**config.mk**
```make
export PLATFORM = sky130hd
export DESIGN_NAME = load_store_unit
export DESIGN_NICKNAME = d
export VERILOG_FILES = /design/src/rtl/load_store_unit.sv
export SDC_FILE = /design/constraint.sdc
export NUM_CORES = 1
export LEC_CHECK = 0
export ABC_CLOCK_PERIOD_IN_PS = 2600
export BUFFER_PORTS_ARGS = -buffer_cell sky130_fd_sc_hd__buf_2
export CAP_MARGIN = 20
export CELL_PAD_IN_SITES_DETAIL_PLACEMENT = 0
export CELL_PAD_IN_SITES_GLOBAL_PLACEMENT = 1
export CORE_ASPECT_RATIO = 1.25
export CORE_UTILIZATION = 37
export CTS_BUF_LIST = sky130_fd_sc_hd__clkbuf_16
export DETAILED_ROUTE_END_ITERATION = 10
export PLACE_DENSITY = 0.89
export SKIP_CTS_REPAIR_TIMING = 1
export SYNTH_ARGS = -nofsm -noshare
export SYNTH_HDL_FRONTEND = slang
export SYNTH_SLANG_ARGS = --single-unit
export TNS_END_PERCENT = 10
```
**constraint.sdc**
```tcl
create_clock -name clk -period 2.6 [get_ports clk]
set_input_delay 0.39 -clock clk [delete_from_list [all_inputs] [get_ports clk]]
set_output_delay 0.39 -clock clk [all_outputs]
set_load 0.02 [all_outputs]
```
**src/rtl/load_store_unit.sv**
```systemverilog
// Memory stage of the RV32I pipeline: one data-memory transaction per op over a
// valid/ready request bus, with byte-lane steering, alignment checks and a response timeout.
module load_store_unit #(
  parameter int unsigned TIMEOUT_CYCLES = 255
) (
  input  logic        clk,
  input  logic        rst_n,
  input  logic        start,
  input  logic        mem_rw,
  input  logic [2:0]  funct3,
  input  logic [31:0] addr,
  input  logic [31:0] wdata_in,
  output logic        busy,
  output logic        done,
  output logic [31:0] rdata_out,
  output logic        err,
  output logic [1:0]  err_cause,
  output logic        bus_req_valid,
  input  logic        bus_req_ready,
  output logic [31:0] bus_addr,
  output logic        bus_we,
  output logic [3:0]  bus_wstrb,
  output logic [31:0] bus_wdata,
  input  logic        bus_rsp_valid,
  input  logic [31:0] bus_rdata
);

  typedef enum logic [1:0] {IDLE, REQ, RESP} state_t;

  state_t      state, state_d;
  logic [15:0] cnt, cnt_d;
  logic        is_load, is_load_d;
  logic [2:0]  f3, f3_d;
  logic [1:0]  off, off_d;

  logic        busy_d, done_d, err_d, req_valid_d, we_d;
  logic [1:0]  cause_d;
  logic [31:0] rdata_d, bus_addr_d, bus_wdata_d;
  logic [3:0]  wstrb_d;

  logic        legal, misaligned, timeout_hit;
  logic [3:0]  st_strb;
  logic [31:0] st_data, ld_word, ld_ext;

  always_comb begin
    if (mem_rw) legal = (funct3 == 3'b000) || (funct3 == 3'b001) || (funct3 == 3'b010);
    else        legal = (funct3 == 3'b000) || (funct3 == 3'b001) || (funct3 == 3'b010) ||
                        (funct3 == 3'b100) || (funct3 == 3'b101);
  end

  // funct3[1:0] encodes the access width for every legal op: 00 byte, 01 half, 10 word
  assign misaligned = ((funct3[1:0] == 2'b01) && addr[0]) ||
                      ((funct3[1:0] == 2'b10) && (addr[1:0] != 2'b00));

  always_comb begin
    case (funct3[1:0])
      2'b00:   begin st_strb = 4'b0001 << addr[1:0]; st_data = {4{wdata_in[7:0]}};  end
      2'b01:   begin st_strb = 4'b0011 << addr[1:0]; st_data = {2{wdata_in[15:0]}}; end
      default: begin st_strb = 4'b1111;              st_data = wdata_in;            end
    endcase
  end

  assign ld_word = bus_rdata >> {off, 3'b000};

  always_comb begin
    case (f3)
      3'b000:  ld_ext = {{24{ld_word[7]}}, ld_word[7:0]};
      3'b100:  ld_ext = {24'h0, ld_word[7:0]};
      3'b001:  ld_ext = {{16{ld_word[15]}}, ld_word[15:0]};
      3'b101:  ld_ext = {16'h0, ld_word[15:0]};
      default: ld_ext = ld_word;
    endcase
  end

  assign timeout_hit = (cnt == 16'(TIMEOUT_CYCLES - 1));

  always_comb begin
    state_d     = state;
    cnt_d       = cnt;
    is_load_d   = is_load;
    f3_d        = f3;
    off_d       = off;
    done_d      = 1'b0;
    err_d       = 1'b0;
    cause_d     = err_cause;
    rdata_d     = rdata_out;
    req_valid_d = bus_req_valid;
    bus_addr_d  = bus_addr;
    we_d        = bus_we;
    wstrb_d     = bus_wstrb;
    bus_wdata_d = bus_wdata;
    case (state)
      IDLE: begin
        if (start) begin
          if (!legal) begin
            done_d  = 1'b1;
            err_d   = 1'b1;
            cause_d = 2'b10;
          end else if (misaligned) begin
            done_d  = 1'b1;
            err_d   = 1'b1;
            cause_d = 2'b01;
          end else begin
            state_d     = REQ;
            cnt_d       = '0;
            is_load_d   = !mem_rw;
            f3_d        = funct3;
            off_d       = addr[1:0];
            req_valid_d = 1'b1;
            bus_addr_d  = {addr[31:2], 2'b00};
            we_d        = mem_rw;
            wstrb_d     = mem_rw ? st_strb : 4'b0000;
            bus_wdata_d = mem_rw ? st_data : '0;
          end
        end
      end
      REQ: begin
        // Timeout wins over a handshake in the same cycle so the budget is never exceeded
        if (timeout_hit) begin
          state_d     = IDLE;
          req_valid_d = 1'b0;
          done_d      = 1'b1;
          err_d       = 1'b1;
          cause_d     = 2'b11;
        end else begin
          cnt_d = cnt + 16'd1;
          if (bus_req_ready) begin
            state_d     = RESP;
            req_valid_d = 1'b0;
          end
        end
      end
      RESP: begin
        if (bus_rsp_valid) begin
          state_d = IDLE;
          done_d  = 1'b1;
          cause_d = 2'b00;
          if (is_load) rdata_d = ld_ext;
        end else if (timeout_hit) begin
          state_d = IDLE;
          done_d  = 1'b1;
          err_d   = 1'b1;
          cause_d = 2'b11;
        end else begin
          cnt_d = cnt + 16'd1;
        end
      end
      default: state_d = IDLE;
    endcase
    busy_d = (state_d != IDLE);
  end

  always_ff @(posedge clk or negedge rst_n) begin
    if (!rst_n) begin
      state         <= IDLE;
      cnt           <= '0;
      is_load       <= 1'b0;
      f3            <= '0;
      off           <= '0;
      busy          <= 1'b0;
      done          <= 1'b0;
      err           <= 1'b0;
      err_cause     <= '0;
      rdata_out     <= '0;
      bus_req_valid <= 1'b0;
      bus_addr      <= '0;
      bus_we        <= 1'b0;
      bus_wstrb     <= '0;
      bus_wdata     <= '0;
    end else begin
      state         <= state_d;
      cnt           <= cnt_d;
      is_load       <= is_load_d;
      f3            <= f3_d;
      off           <= off_d;
      busy          <= busy_d;
      done          <= done_d;
      err           <= err_d;
      err_cause     <= cause_d;
      rdata_out     <= rdata_d;
      bus_req_valid <= req_valid_d;
      bus_addr      <= bus_addr_d;
      bus_we        <= we_d;
      bus_wstrb     <= wstrb_d;
      bus_wdata     <= bus_wdata_d;
    end
  end

endmodule
```
==> results.sh, run 1 <==
export IMPL_grtUsageTotal_pct=20.85
export IMPL_syn_cell_area_sq_um=6405
export IMPL_placed_cell_area_sq_um=7727
export IMPL_worst_path_max_delay_cell="dfrtp_1"
export IMPL_maxSlewHeadroom_pct=46.15
export IMPL_cts_root_buf="clkbuf_16"
export IMPL_sw_frac_of_total_pct=40.93
export IMPL_crit_path_start="state[1]$_DFF_PN0_"
export IMPL_cts_made_buffers=17
export IMPL_nNetsFinal=1038
export IMPL_synth_top_cell_area_share_pct=50.40
export IMPL_yosysMostFrequentCell="nand2_1"
export IMPL_skew_ns=0.01216
export IMPL_cts_buffer_depth=2
export IMPL_via_per_inst=5.003
export IMPL_grt_pass1_vias=5600
export IMPL_internal_power_mw=5.636
export IMPL_min_from="addr[16]"
export IMPL_cts_tree="done"
export IMPL_synth_edf_count=0
export IMPL_worstHoldPathCells=3
export IMPL_clkPwrFrac_pct=24.0
export IMPL_p_per_area_nw_per_um2=1149
export IMPL_end_kind="flip-flop"
export IMPL_grt_setup_unrepaired="false"
export IMPL_r2r_start="state[1]$_DFF_PN0_"
export IMPL_tns_ns=0
export IMPL_port_buffers=209
export IMPL_layout_drive_gt1_share_pct=30.85
export IMPL_die_area_sq_um=17840
export IMPL_ys_warn_count=0
export IMPL_fin_crit_ns=2.104
export IMPL_dr_first_iter_drc_count=234
export IMPL_cpPeakStageDelay_ns=0.41
export IMPL_die_x_um=119.7
export IMPL_power_frac_seq_pct=34.7
export IMPL_finalCritPeriodShare_pct=80.92
export IMPL_wirelength_mm=17.98
export IMPL_fin_ws_ns=0.4960
export IMPL_drcViolationCount=0
export IMPL_critPathLaunchType="flip-flop"
export IMPL_yosys_area_top_type="dfrtp_1"
export IMPL_clock_sinks=129
export IMPL_core_area_sq_um=16910
export IMPL_wire_per_inst_um=15.50
export IMPL_finalSetupViolations=0
export IMPL_ys_types=52
export IMPL_insertedDiodeCount=0
export IMPL_hp_class="input port to flip-flop"
export IMPL_required_ns=2.91
export IMPL_r2r_end="cnt[8]$_DFFE_PN0P_"
export IMPL_synth_commonest_cells="nand2_1 (237), dfrtp_1 (129), nor2_1 (43), nand3_1 (37), clkbuf_1 (36)"
export IMPL_grt_max_degree=80
export IMPL_comb_power_share_pct=41.3
export IMPL_synthCells=724
export IMPL_slew_violations=0
export IMPL_hold_end="bus_addr[16]$_DFFE_PN0P_"
export IMPL_async_flop_share_pct=100.0
export IMPL_area_growth_pct=29.69
export IMPL_hold_viol_final=0
export IMPL_nFillCells=1655
export IMPL_dp_hpwl_mm=13.01
export IMPL_final_area_sq_um=8307
export IMPL_crit_type="flip-flop to flip-flop"
export IMPL_cts_htree_levels=4
export IMPL_switching_power_mw=3.906
export IMPL_ys_seq_area_share_pct=50.40
export IMPL_leakage_nw=4.304
export IMPL_ant_nets=0
export IMPL_synth_area_leaders="dfrtp_1 (50%), nand2_1 (14%), mux2_2 (4.2%), mux2i_1 (3.9%), nand3_1 (2.9%)"
export IMPL_die_h_um=149.1
export IMPL_vdd_drop_max_mv=0.5104
export IMPL_first_pass_iters=4
export IMPL_maxCapViolCount=0
export IMPL_status="finished clean"
export IMPL_crit_arrival_ns=2.41
export IMPL_path_clk_slew_ns=0.06
export IMPL_core_rowCount=53
export IMPL_ys_flop_type="dfrtp_1"
export IMPL_rr_worst_depth=8
export IMPL_grt_pass1_wl_mm=29.04
export IMPL_clock_latency_ns=0.42
export IMPL_gp_congestion=0.8089
export IMPL_worstPathCellList="inv_1, ha_1, o41a_1, a211o_1, buf_4, nor2_1, nand3_1, o31ai_1"
export IMPL_start_util_pct=37.88
export IMPL_fmax_mhz=475.3
export IMPL_place_ws_ns=0.3741
export IMPL_path_max_fanout=18
export IMPL_reg2reg_slack_ns=0.50
export IMPL_synth_seq_cells=129
export IMPL_worst_pin_slew_ns=0.8078
export IMPL_avgSynthCellArea_sq_um=8.847
export IMPL_top_level_ports=212
export IMPL_antenna_found_initial=0
export IMPL_overflow=0
export IMPL_vias=5804
routing by layer:
metal  routed length [um]  GRT usage, %  share of wire (%)  vias up
li1                     -             -                  -     2872
met1                 7714         26.14                 43     2742
met2                 8888         34.80                 49      176
met3                 1112         5.810                6.2       14
met4                  267         6.375                1.5        0
met5                    0             0                  0        -
cells by family after synthesis:
group           share of synthesized area (%)
simple gates                            23.44
flops                                   50.40
compound gates                          12.39
buf+inv                                 4.063
mux                                     8.478
fa+ha+maj                               1.172
other cells                           0.05855
power groups by stage:
stage / registers (mW) / logic (mW) / clock network (mW)
after floorplan: 4.17 / 1.69 / 0
after global placement: 3.33 / 3.91 / 0
after detailed placement: 3.34 / 3.97 / 0
after CTS: 3.32 / 3.98 / 2.34
after global routing: 3.42 / 4.32 / 2.44
final: 3.31 / 3.94 / 2.29
per-stage QoR:
step / total power, mW / instances / hold slack, ns / utilization (%)
floorplan: 5.857 / 725 / 0.09441 / -
finish: 9.542 / 1160 / 0.1598 / 49.12
global placement: 7.238 / 1127 / 0.4180 / 45.70
global route: 10.18 / 1160 / 0.1467 / 49.12
detailed placement: 7.308 / 1127 / 0.4259 / 45.70
CTS: 9.638 / 1159 / -0.01624 / 49.06
registers in the layout (all words and copies together) (netlist names), 2 cells and up:
register,cells
f3,3
err_cause,2
bus_addr,30
state,2
off,2
rdata_out,32
bus_wstrb,4
bus_wdata,32
cnt,16
cells in the final DEF, fill, tap and decap left out, types with 3 or more instances in the layout:
cell type   count
nand2_1       237
buf_2         208
dfrtp_1       129
nor2_1         43
nand3_1        36
o21ai_0        31
a21oi_1        29
mux2i_1        25
mux2_2         24
buf_4          19
clkbuf_16      17
inv_1          12
o211ai_1       11
o2111ai_1       9
or3_1           8
o22a_1          8
a21o_1          7
ha_1            6
nand4_1         5
nor2b_1         4
nor3_1          4
and2_1          4
a221o_1         3
nor4_1          3
or2_2           3
a31oi_1         3
o31ai_1         3
a2bb2oi_1       3
clkinv_1        3
clkinv_2        3
clkinv_4        3
clkinvlp_4      3
worst max path at each step:
stage / cells past startpoint / end / slack, ns
2_1_floorplan: 8 / cnt[3]$_DFFE_PN0P_ / 0.47
3_3_place_gp: 7 / cnt[8]$_DFFE_PN0P_ / 0.39
3_5_place_dp: 7 / bus_wstrb[0]$_DFFE_PN0P_ / 0.37
4_1_cts: 8 / cnt[8]$_DFFE_PN0P_ / 0.50
5_1_grt: 8 / cnt[8]$_DFFE_PN0P_ / 0.25
6_report: 8 / cnt[8]$_DFFE_PN0P_ / 0.50
critical path, delay by kind of cell (launching register included):
kind | cells | cell delay, ns
and+or+nand+nor | 2 | 0.42
adders and majority gates | 1 | 0.23
DFF | 1 | 0.41
buffers and inverters | 2 | 0.29
AOI/OAI and AO/OA | 3 | 0.67
area by class of cell:
type	instances	area (sq um)	area share, %
sequential	129	3228	38.86
multi-input combinational	536	2944	35.44
timing repair buffer	231	1245	14.99
clock buffer	17	425.4	5.121
tap	220	275.3	3.314
clock inverter	15	143.9	1.732
inverter	12	45.04	0.5423
Power figures use the tool's default switching activity.
==> inputs of run 2 (changes only) <==
ABC_CLOCK_PERIOD_IN_PS = 1900   (was 2600)
CORE_UTILIZATION = 34   (was 37)
PLACE_DENSITY = 0.86   (was 0.89)
clock period = 1.9 ns   (was 2.6 ns; I/O delays follow)
==> run 2 against run 1 <==
The flow now finishes with violations (design-rule violations, negative setup slack). Register-to-register slack worse by 0.51 ns. Clock-buffer cell count stayed put. Maximum frequency is 10% higher. Non-clock buffer count is 38 higher. Largest cell class unchanged. Highest routed layer is now met5.
==> results.sh, run 2 (synthesized netlist as in run 1, its figures left out) <==
export IMPL_violations="design-rule violations, negative setup slack"
export IMPL_path_max_fanout=8
export IMPL_path_buf_inv=1
export IMPL_grt_pass1_wl_mm=29.95
export IMPL_slew_violations=0
export IMPL_finalNonFillerCells=1205
export IMPL_dp_cells=1170
export IMPL_fin_crit_ns=1.913
export IMPL_required_ns=2.24
export IMPL_cts_made_buffers=17
export IMPL_cp_top_family="simple AND/OR/NAND/NOR gates"
export IMPL_p_per_area_nw_per_um2=1516
export IMPL_drcViolationCount=20
export IMPL_clock_sinks=129
export IMPL_dp_hpwl_mm=13.90
export IMPL_wire_per_inst_um=15.47
export IMPL_grt_setup_unrepaired="true"
export IMPL_place_ws_ns=-0.2027
export IMPL_maxCapViolCount=0
export IMPL_overflow=0
export IMPL_nNetsFinal=1076
export IMPL_gp_congestion=0.8183
export IMPL_final_cell_mix="nand2_1 (236), buf_2 (208), dfrtp_1 (129), buf_4 (55), nor2_1 (41)"
export IMPL_top_level_ports=212
export IMPL_start_util_pct=34.99
export IMPL_wirelength_mm=18.65
export IMPL_crit_type="flip-flop to flip-flop"
export IMPL_postLayoutCoreUtil_pct=47.14
export IMPL_via_per_inst=4.989
export IMPL_final_area_sq_um=8630
export IMPL_hold_viol_final=0
export IMPL_status="complete, but fails checks"
export IMPL_port_buffers=209
export IMPL_finalSetupViolations=3
export IMPL_layout_commonest_cell="nand2_1"
export IMPL_finalCritPeriodShare_pct=100.7
export IMPL_fmax_mhz=522.7
export IMPL_critPathLaunchType="flip-flop"
export IMPL_fin_ws_ns=-0.01331
export IMPL_grt_pass1_vias=5911
export IMPL_cts_buffer_depth=2
export IMPL_die_x_um=124.8
export IMPL_cts_htree_levels=4
export IMPL_rr_worst_depth=7
export IMPL_core_area_sq_um=18310
export IMPL_die_area_sq_um=19390
export IMPL_die_h_um=155.5
export IMPL_worst_path_max_delay_cell="dfrtp_1"
export IMPL_path_clk_slew_ns=0.06
export IMPL_core_rowCount=55
export IMPL_grt_max_degree=45
export IMPL_cts_root_buf="clkbuf_16"
export IMPL_reg_top3="bus_wdata x32, rdata_out x32, bus_addr x30"
export IMPL_skew_ns=0.007380
export IMPL_first_pass_iters=7
export IMPL_layout_drive_gt1_share_pct=34.90
export IMPL_cpPeakStageDelay_ns=0.43
export IMPL_timing_hold_ws_ns=0.05560
export IMPL_placed_cell_area_sq_um=8000
export IMPL_clock_latency_ns=0.42
export IMPL_hp_class="input port to flip-flop"
export IMPL_cp_num_cells=7
export IMPL_antenna_found_initial=3
export IMPL_ant_nets=0
export IMPL_dr_first_iter_drc_count=240
export IMPL_worstPathCellList="buf_6, ha_4, a21o_1, a211o_1, or2_4, or3_1, o21ai_1"
export IMPL_end_kind="flip-flop"
export IMPL_worstHoldPathCells=3
export IMPL_crit_arrival_ns=2.25
export IMPL_vdd_drop_max_mv=0.5882
export IMPL_insertedDiodeCount=0
export IMPL_area_growth_pct=34.73
export IMPL_leakage_nw=4.485
export IMPL_vias=6012
export IMPL_cts_tree="done"
export IMPL_grtUsageTotal_pct=19.61
[run 2: cell type report]
type / instances / area [sq um]
fill: 1828 / 9676
inverter: 12 / 45.04
clock inverter: 14 / 93.84
clock buffer: 17 / 425.4
timing repair buffer: 269 / 1538
tap: 228 / 285.3
sequential: 129 / 3228
multi-input combinational: 536 / 3014
[run 2: worst min-delay path: cells and delay by family]
kind | cells | cell delay [ns]
and+or+nand+nor | 2 | 0.08
buffers and inverters | 1 | 0.07
[run 2: metrics by stage]
stage | total power, mW | TNS, ns
5_1_grt | 13.96 | -0.3869
3_3_place_gp | 10.05 | -0.6956
3_5_place_dp | 10.16 | -1.795
6_report | 13.09 | -0.03439
4_1_cts | 13.11 | -1.920
2_1_floorplan | 8.015 | -0.5516
[run 2: routing by layer]
metal	GRT usage [%]	vias to the layer above	share of wire (%)
met2	33.52	168	49
met5	0	-	0.11
met4	7.701	4	2.7
met3	6.362	39	6.5
li1	-	2953	-
met1	22.80	2848	41
[run 2: path summary, 6_finish.rpt]
path | from | endpoint | slack [ns]
hold / removal | addr[13] | bus_addr[13]$_DFFE_PN0P_ | 0.06
setup / recovery | state[1]$_DFF_PN0_ | cnt[4]$_DFFE_PN0P_ | -0.01
max in group asynchronous | rst_n | rdata_out[6]$_DFFE_PN0P_ | 0.86
hold reg to reg | bus_wdata[4]$_DFFE_PN0P_ | bus_wdata[4]$_DFFE_PN0P_ | 0.46
setup reg to reg | state[1]$_DFF_PN0_ | cnt[4]$_DFFE_PN0P_ | -0.01
min in group asynchronous | rst_n | bus_wdata[23]$_DFFE_PN0P_ | 0.36
[run 2: where the power goes]
| part | internal, mW | switching, mW |
|---|---|---|
| combinational | 2.15 | 3.57 |
| sequential | 3.85 | 0.631 |
| clock | 1.65 | 1.24 |
| total | 7.65 | 5.44 |
